===== src/rtl/piso_pkg.sv =====
// Shared types and sizing helpers for the PISO serializer.
package piso_pkg;

   typedef enum logic {
      IDLE  = 1'b0,
      SHIFT = 1'b1
   } pisoState_t;

   function automatic int countWidth(input int width);
      return $clog2(width + 1);
   endfunction

endpackage


===== src/rtl/piso_bit_counter.sv =====
// Bits-remaining down-counter: loads WIDTH, counts down, flags zero.
module piso_bit_counter
   import piso_pkg::*;
#(
   parameter int WIDTH = 8,
   localparam int CW = countWidth(WIDTH)
) (
   input  logic          Clk,
   input  logic          Reset,
   input  logic          Clear,
   input  logic          Load,
   input  logic          Dec,
   output logic [CW-1:0] Count,
   output logic          Zero
);

   assign Zero = (Count == '0);

   // Saturating at zero keeps the count within 0..WIDTH.
   always_ff @(posedge Clk or posedge Reset) begin
      if (Reset) begin
         Count <= '0;
      end else if (Clear) begin
         Count <= '0;
      end else if (Load) begin
         Count <= CW'(WIDTH);
      end else if (Dec && !Zero) begin
         Count <= Count - CW'(1);
      end
   end

endmodule


===== src/rtl/piso_serializer.sv =====
// Parallel-in serial-out shift register with load/shift handshake,
// back-to-back word chaining, abort and a per-word Done pulse.
module piso_serializer
   import piso_pkg::*;
#(
   parameter int WIDTH     = 8,
   parameter int MSB_FIRST = 1,
   localparam int CW = countWidth(WIDTH)
) (
   input  logic             Clk,
   input  logic             Reset,
   input  logic             Abort,
   input  logic             LoadValid,
   output logic             LoadReady,
   input  logic [WIDTH-1:0] ParallelIn,
   input  logic             ShiftEn,
   input  logic             ShiftIn,
   output logic             ShiftOut,
   output logic             OutValid,
   output logic             Done,
   output logic [CW-1:0]    BitsLeft,
   output logic [WIDTH-1:0] RegContent
);

   pisoState_t       state;
   pisoState_t       nextState;
   logic [WIDTH-1:0] shiftReg;
   logic [WIDTH-1:0] shifted;
   logic             doneReg;
   logic             cntZero;
   logic             shiftFire;
   logic             lastBit;
   logic             loadFire;

   assign shiftFire = (state == SHIFT) && ShiftEn && !cntZero;
   assign lastBit   = shiftFire && (BitsLeft == CW'(1));
   assign loadFire  = LoadValid && LoadReady && !Abort;

   assign shifted = (MSB_FIRST != 0)
                  ? {shiftReg[WIDTH-2:0], ShiftIn}
                  : {ShiftIn, shiftReg[WIDTH-1:1]};

   always_ff @(posedge Clk or posedge Reset) begin
      if (Reset) begin
         state <= IDLE;
      end else begin
         state <= nextState;
      end
   end

   // Abort overrides everything; a load on the last bit keeps SHIFT.
   always_comb begin
      nextState = state;
      unique case (state)
         IDLE: begin
            if (loadFire) nextState = SHIFT;
         end
         SHIFT: begin
            if (lastBit && !loadFire) nextState = IDLE;
         end
         default: nextState = IDLE;
      endcase
      if (Abort) nextState = IDLE;
   end

   always_comb begin
      LoadReady = 1'b0;
      OutValid  = 1'b0;
      unique case (state)
         IDLE: begin
            LoadReady = 1'b1;
         end
         SHIFT: begin
            OutValid  = 1'b1;
            LoadReady = lastBit;
         end
         default: begin
            LoadReady = 1'b0;
         end
      endcase
   end

   always_ff @(posedge Clk or posedge Reset) begin
      if (Reset) begin
         shiftReg <= '0;
         doneReg  <= 1'b0;
      end else begin
         doneReg <= lastBit && !Abort;
         if (Abort) begin
            shiftReg <= '0;
         end else if (loadFire) begin
            shiftReg <= ParallelIn;
         end else if (shiftFire) begin
            shiftReg <= shifted;
         end
      end
   end

   piso_bit_counter #(
      .WIDTH (WIDTH)
   ) uCounter (
      .Clk   (Clk),
      .Reset (Reset),
      .Clear (Abort),
      .Load  (loadFire),
      .Dec   (shiftFire),
      .Count (BitsLeft),
      .Zero  (cntZero)
   );

   assign ShiftOut   = (MSB_FIRST != 0) ? shiftReg[WIDTH-1] : shiftReg[0];
   assign Done       = doneReg;
   assign RegContent = shiftReg;

endmodule


===== config.mk =====
export PLATFORM = sky130hd
export DESIGN_NAME = piso_serializer
export DESIGN_NICKNAME = d
export VERILOG_FILES = /design/src/rtl/piso_pkg.sv /design/src/rtl/piso_bit_counter.sv /design/src/rtl/piso_serializer.sv
export SDC_FILE = /design/constraint.sdc
export NUM_CORES = 1
export LEC_CHECK = 0
export CORE_MARGIN = 2
export CORE_UTILIZATION = 30
export DETAILED_ROUTE_END_ITERATION = 10
export HOLD_SLACK_MARGIN = 0.03
export MAX_ROUTING_LAYER = met4
export PLACE_DENSITY = 0.58
export SYNTH_ARGS = -nofsm -noshare
export SYNTH_HDL_FRONTEND = slang
export SYNTH_SLANG_ARGS = --single-unit
export TNS_END_PERCENT = 50

===== constraint.sdc =====
create_clock -name Clk -period 2.2 [get_ports Clk]
set_input_delay 0.33 -clock Clk [delete_from_list [all_inputs] [get_ports Clk]]
set_output_delay 0.33 -clock Clk [all_outputs]
set_load 0.1 [all_outputs]

==> Word-level counts from Yosys, hierarchy flattened <==
Cells that the tools add are included.
{ "word_totals": {"register_bits": 14, "out_inout_bits": 16, "latchBits": 0, "rom_bits": 0, "ramBits": 0, "memories": 0, "in_bits": 14, "word_cells": 33} }
{ "classes": {"n_reduce_logical": 14, "shift": 0, "n_mux": 12, "n_eq_ne": 1, "mul": 0, "bitwise_logic": 1, "n_div": 0, "n_lt_le_gt_ge": 0, "n_addsub": 1} }
{ "op_table": {"columns": ["op", "n"], "rows": [
  ["$mux 8", 3],
  ["$mux 4", 3],
  ["$logic_and 1x1->1", 8],
  ["$reduce_bool 3->1", 2],
  ["$eq 4x1->1 const B", 1],
  ["$logic_not 4->1", 1],
  ["$mux 1", 4],
  ["$pmux 1 s2", 2],
  ["$sub 4x1->4 const B", 1],
  ["$logic_not 1->1", 3],
  ["$not 1->1", 1]
]} }

==> Longest topological paths before layout <==
{ "logic_depth": {"depth_word": 12, "ltp_mapped": 7, "mapped_depth_nobuf": 6} }

==> Cells and area by module <==
A second synthesis with hierarchy kept.
{ "hier_totals": {"hier_cells": 69, "hier_area_um2": 779.5} }
{ "by_module_without_submodules": {"columns": ["mod", "seq_area_each_um2", "n_inst", "cells_each", "area_per_inst_um2"], "rows": [
  ["piso_serializer", 250.2, 1, 41, 536.8],
  ["piso_bit_counter", 100.1, 1, 28, 242.7]
]} }

==> Worst setup path before layout <==
OpenSTA, ideal clock, no wires.
{ "synth_timing": {"kind": "reg-to-reg", "startpoint": "register uCounter.Count[0]", "endpoint": "register state", "setup_time_ns": 0.233, "synth_period_minus_slack_ns": 4.304, "n_path_buf": 0, "setup_slack_ns": -2.104, "t_required_ns": 1.967, "arrival_ns": 4.071, "path_stages_with_launch": 6, "path_cell_list": "dfrtp_1 > inv_1 > ha_1 > or2b_2 > o21ai_0 > a21oi_1"} }
{ "synth_via": {"elab_chain_cells": 12, "elab_cells_between_ends": 14, "classes_between": "eq/ne: 1; mux: 5; reduce/logical: 8"} }
{ "synth_rtl": {"columns": ["element", "line", "text"], "rows": [
  ["start, declared", "piso_bit_counter.sv:13", "output logic [CW-1:0] Count,"],
  ["start signal, assigned", "piso_bit_counter.sv:26", "Count <= CW'(WIDTH);"],
  ["start signal, assigned", "piso_bit_counter.sv:28", "Count <= Count - CW'(1);"],
  ["$logic_not 4->1", "piso_bit_counter.sv:17", "assign Zero = (Count == '0);"],
  ["$logic_not 1->1", "piso_serializer.sv:35", "assign shiftFire = (state == SHIFT) && ShiftEn && !cntZero;"],
  ["$logic_and 1x1->1", "piso_serializer.sv:35", null],
  ["$logic_and 1x1->1 *", "piso_serializer.sv:36", "assign lastBit = shiftFire && (BitsLeft == CW'(1));"],
  ["$pmux 1 s2 *", "piso_serializer.sv:69", "unique case (state)"],
  ["via LoadReady", "piso_serializer.sv:14", "output logic LoadReady,"],
  ["$logic_and 1x1->1 * (2 in series)", "piso_serializer.sv:37", "assign loadFire = LoadValid && LoadReady && !Abort;"],
  ["$logic_not 1->1", "piso_serializer.sv:59", "if (lastBit && !loadFire) nextState = IDLE;"],
  ["$logic_and 1x1->1", "piso_serializer.sv:59", null],
  ["$mux 1", "piso_serializer.sv:59", null],
  ["$pmux 1 s2 *", "piso_serializer.sv:54", "unique case (state)"],
  ["$mux 1 *", "piso_serializer.sv:63", "if (Abort) nextState = IDLE;"],
  ["via nextState", "piso_serializer.sv:26", "pisoState_t nextState;"],
  ["end signal, assigned", "piso_serializer.sv:47", "state <= nextState;"],
  ["end, declared", "piso_serializer.sv:25", "pisoState_t state;"]
]} }
The timed path passes the listed nets; every way through them passes the cells marked *.
A chain may end at the register's enable or synchronous reset.

==> Worst setup path after layout <==
{ "layout_timing": {"startpoint": "register uCounter.Count[1]", "endpoint": "output LoadReady"} }
{ "layout_via": {"elab_chain_cells": 5, "elab_cells_between_ends": 6, "classes_between": "eq/ne: 1; mux: 1; reduce/logical: 4"} }
{ "layout_rtl": {"columns": ["element", "line"], "rows": [
  ["$logic_not 4->1", "piso_bit_counter.sv:17"],
  ["$logic_not 1->1", "piso_serializer.sv:35"],
  ["$logic_and 1x1->1", "piso_serializer.sv:35"],
  ["$logic_and 1x1->1 *", "piso_serializer.sv:36"],
  ["$pmux 1 s2 *", "piso_serializer.sv:69"],
  ["end, declared", "piso_serializer.sv:14"]
]} }
Mark *: on every way between the ends. The rest lies on a longest branch, timed or not.

==> impl_metrics.tcl <==
set metrics [dict create \
    period_share 0.961 \
    ctsHoldBuffers 0 \
    syn_inst 67 \
    powerDensity_nw_per_um2 697 \
    grt_pass1_vias 652 \
    synthTopCellsByArea "dfrtp_1 45%, mux2i_1 10%, o2bb2ai_1 9.1%" \
    multi_input_area_um2 395 \
    htree_num_levels 1 \
    place_inst 127 \
    crit_arrival_ns 1.78 \
    rrSetupSlack_ns 0.15 \
    synth_nets 84 \
    ff2ff_path_depth 6 \
    nFillCells 260 \
    antenna_cells 0 \
    fin_skew_ns 0.00505 \
    grt_antenna_before_repair 0 \
    first_pass_iters 4 \
    fin_crit_ns 2.11 \
    yosysUniqueCellTypes 26 \
    grt_pass1_wl_mm 2.95 \
    hold_viol 0 \
    tns_ns 0 \
    coreArea_um2 2450 \
    via_per_inst 4.81 \
    drv_slew 0 \
    worstSkewPairLatency_ns 0.28 \
    grt_usage 0.146 \
    rsz0062_at_grt "false" \
    ys_seq_elements 14 \
    dieArea_um2 2990 \
    ios 30 \
    drtAntennaViolNets 0 \
    post_drt_wl_per_cell_um 13.3 \
    final-seq-area_um2 360 \
    port_buffers 29 \
    place.gp.congestion 0.730 \
    cts.path.max_buffers 2 \
    end_kind "output port" \
    seq_area_frac_synth 0.454 \
    synth_mux_area_frac 0.104 \
    via_count 640 \
    routed_wl_mm 1.77 \
    worstMarginPinSlew_ns 0.552 \
    synth_xor_xnor_area_share 0.0227 \
    rows 18 \
    crit_path_start_kind "flip-flop" \
    grt_max_degree 15 \
    cts_made_buffers 3 \
    leakage_nw 0.554 \
    die_x_um 54.7 \
    setup_viol 0 \
    status "finished, final reports clean" \
    synthSimpleGateAreaFrac 0.104 \
    yosysTopAreaCell "dfrtp_1" \
    fin_cells 133 \
    cts_tree "yes" \
    yosysTopAreaCellShare 0.454 \
    critPathKind "flip-flop to output port" \
    maxCapViolations 0 \
    synth_area_um2 772 \
    yosys_warnings 0 \
    reg2reg_from "uCounter.Count[1]$_DFFE_PP0P_" \
    drive_above_1_share 0.369 \
    path_max_fanout 4 \
    synth_top_family_by_area "compound AO/OA/AOI/OAI gates" \
    synth_compound_area_frac 0.214 \
    ir_drop_uv 372 \
    place_hpwl_mm 1.34 \
    synth_fa_ha_area_frac 0.0486 \
    worstPathRequired_ns 1.87 \
    post-route-drc-count 0 \
    r2r_end "uCounter.Count[3]$_DFFE_PP0P_" \
    root_buffer "clkbuf_4" \
    hp-class "input port to async pin" \
    cts_sinks 14 \
    synth_area_per_cell_um2 11.5 \
    fin_nets 121 \
    clk_pin_slew_ns 0.09 \
    grt_overflow 0 \
    area_delta_synth_final_pct 49.6 \
    max_clock_freq_mhz 473 \
    start_util 0.314 \
    relSlewSlack 0.630 \
    drt_iter0_drc 5 \
    die_h_um 54.7 \
]
==> area by class of cell <==
type,count,area share
clock buffer,4,0.0314
inverter,6,0.0217
multi-input combinational,45,0.342
sequential,14,0.312
tap,30,0.0325
timing repair buffer,34,0.260
==> state kept, by name, indices dropped and copies added (netlist names) <==
signal and count:
Done 1, RegContent 8, state 1, uCounter.Count 4
==> worst max path at each step <==
stage | to | cells past startpoint | slack [ns] | start
after floorplan | LoadReady | 4 | 0.006 | uCounter.Count[1]$_DFFE_PP0P_
after global routing | LoadReady | 5 | 0.002 | uCounter.Count[1]$_DFFE_PP0P_
after global placement | RegContent[7]$_DFFE_PP0P_ | 6 | 0.05 | uCounter.Count[1]$_DFFE_PP0P_
final | LoadReady | 5 | 0.09 | uCounter.Count[1]$_DFFE_PP0P_
after detailed placement | uCounter.Count[3]$_DFFE_PP0P_ | 6 | 0.04 | uCounter.Count[1]$_DFFE_PP0P_
after CTS | uCounter.Count[3]$_DFFE_PP0P_ | 6 | 0.001 | uCounter.Count[1]$_DFFE_PP0P_
==> routing by layer <==
| metal | vias up | track usage | part of all wire |
|---|---|---|---|
| li1 | 317 | - | - |
| met1 | 290 | 0.194 | 0.48 |
| met2 | 28 | 0.202 | 0.40 |
| met3 | 5 | 0.0273 | 0.10 |
| met4 | 0 | 0.0875 | 0.024 |
| met5 | - | - | 0 |
==> cells by family after synthesis <==
group	after synthesis
multiplexers	8
buffers and inverters	8
XOR/XNOR	2
AND/OR/NAND/NOR	13
adder cells (fa/ha/maj)	3
flip-flops	14
AO/OA/AOI/OAI	19
==> worst max-delay path, cell delays in order (launching register included) <==
cell     delay, ns
dfrtp_4       0.50
inv_4         0.06
ha_1          0.12
or3b_4        0.42
o21ai_4       0.21
buf_12        0.20
==> placed cells by master, fill, tap and decap left out, drive strengths merged <==
master,Yosys,routed
buf,2,21
dfrtp,14,14
clkdlybuf4s50,0,13
mux2i,8,8
o2bb2ai,8,8
inv,6,6
nor2,5,5
clkbuf,0,4
ha,3,3
a21oi,2,2
a211oi,2,2
xnor2,2,2
or2b,2,2
o21ai,2,2
nand2,1,1
or3b,1,1
nand2b,1,1
o311ai,1,1
o32a,1,1
nor3,1,1
a31oi,1,1
or3,1,1
a2bb2oi,1,1
o22a,1,1
nor3b,1,1
==> power breakdown <==
part	internal (mW)	switching [mW]
combinational	0.0955	0.224
sequential	0.278	0.0216
clock	0.101	0.0850
total	0.474	0.330
==> cell usage after synthesis <==
master and count:
o32a_1 1, dfrtp_1 14, nor2_1 4, a2bb2oi_1 1
nand2_1 1, or2b_2 2, o22a_1 1, buf_4 1
or3_2 1, inv_1 6, nor3b_1 1, xnor2_1 2
nand2b_1 1, nor3_1 1, a31oi_1 1, or3b_4 1
a21oi_1 2, a211oi_1 2, o311ai_4 1, ha_1 3
buf_6 1, nor2_2 1, o21ai_0 1, mux2i_1 8
o21ai_1 1, o2bb2ai_1 8
==> stage by stage <==
stage               hold slack (ns)  area [um^2]  power (mW)   util  setup WS, ns
floorplan                     0.219          796       0.537      -       0.00563
global placement              0.501         1100       0.622  0.448        0.0484
detailed placement            0.509         1100       0.623  0.448        0.0393
CTS                           0.408         1140       0.814  0.463       0.00104
global route                  0.430         1150       0.851  0.470       0.00234
finish                        0.383         1150       0.804  0.470        0.0852
==> timing repair <==
action / CTS / global route
buffers inserted: 0 / 2
hold endpoints to repair: 0 / 0
gates resized for setup: 0 / 3
endpoints found under the setup margin: 0 / 10
(Power assumes the default switching activity.)
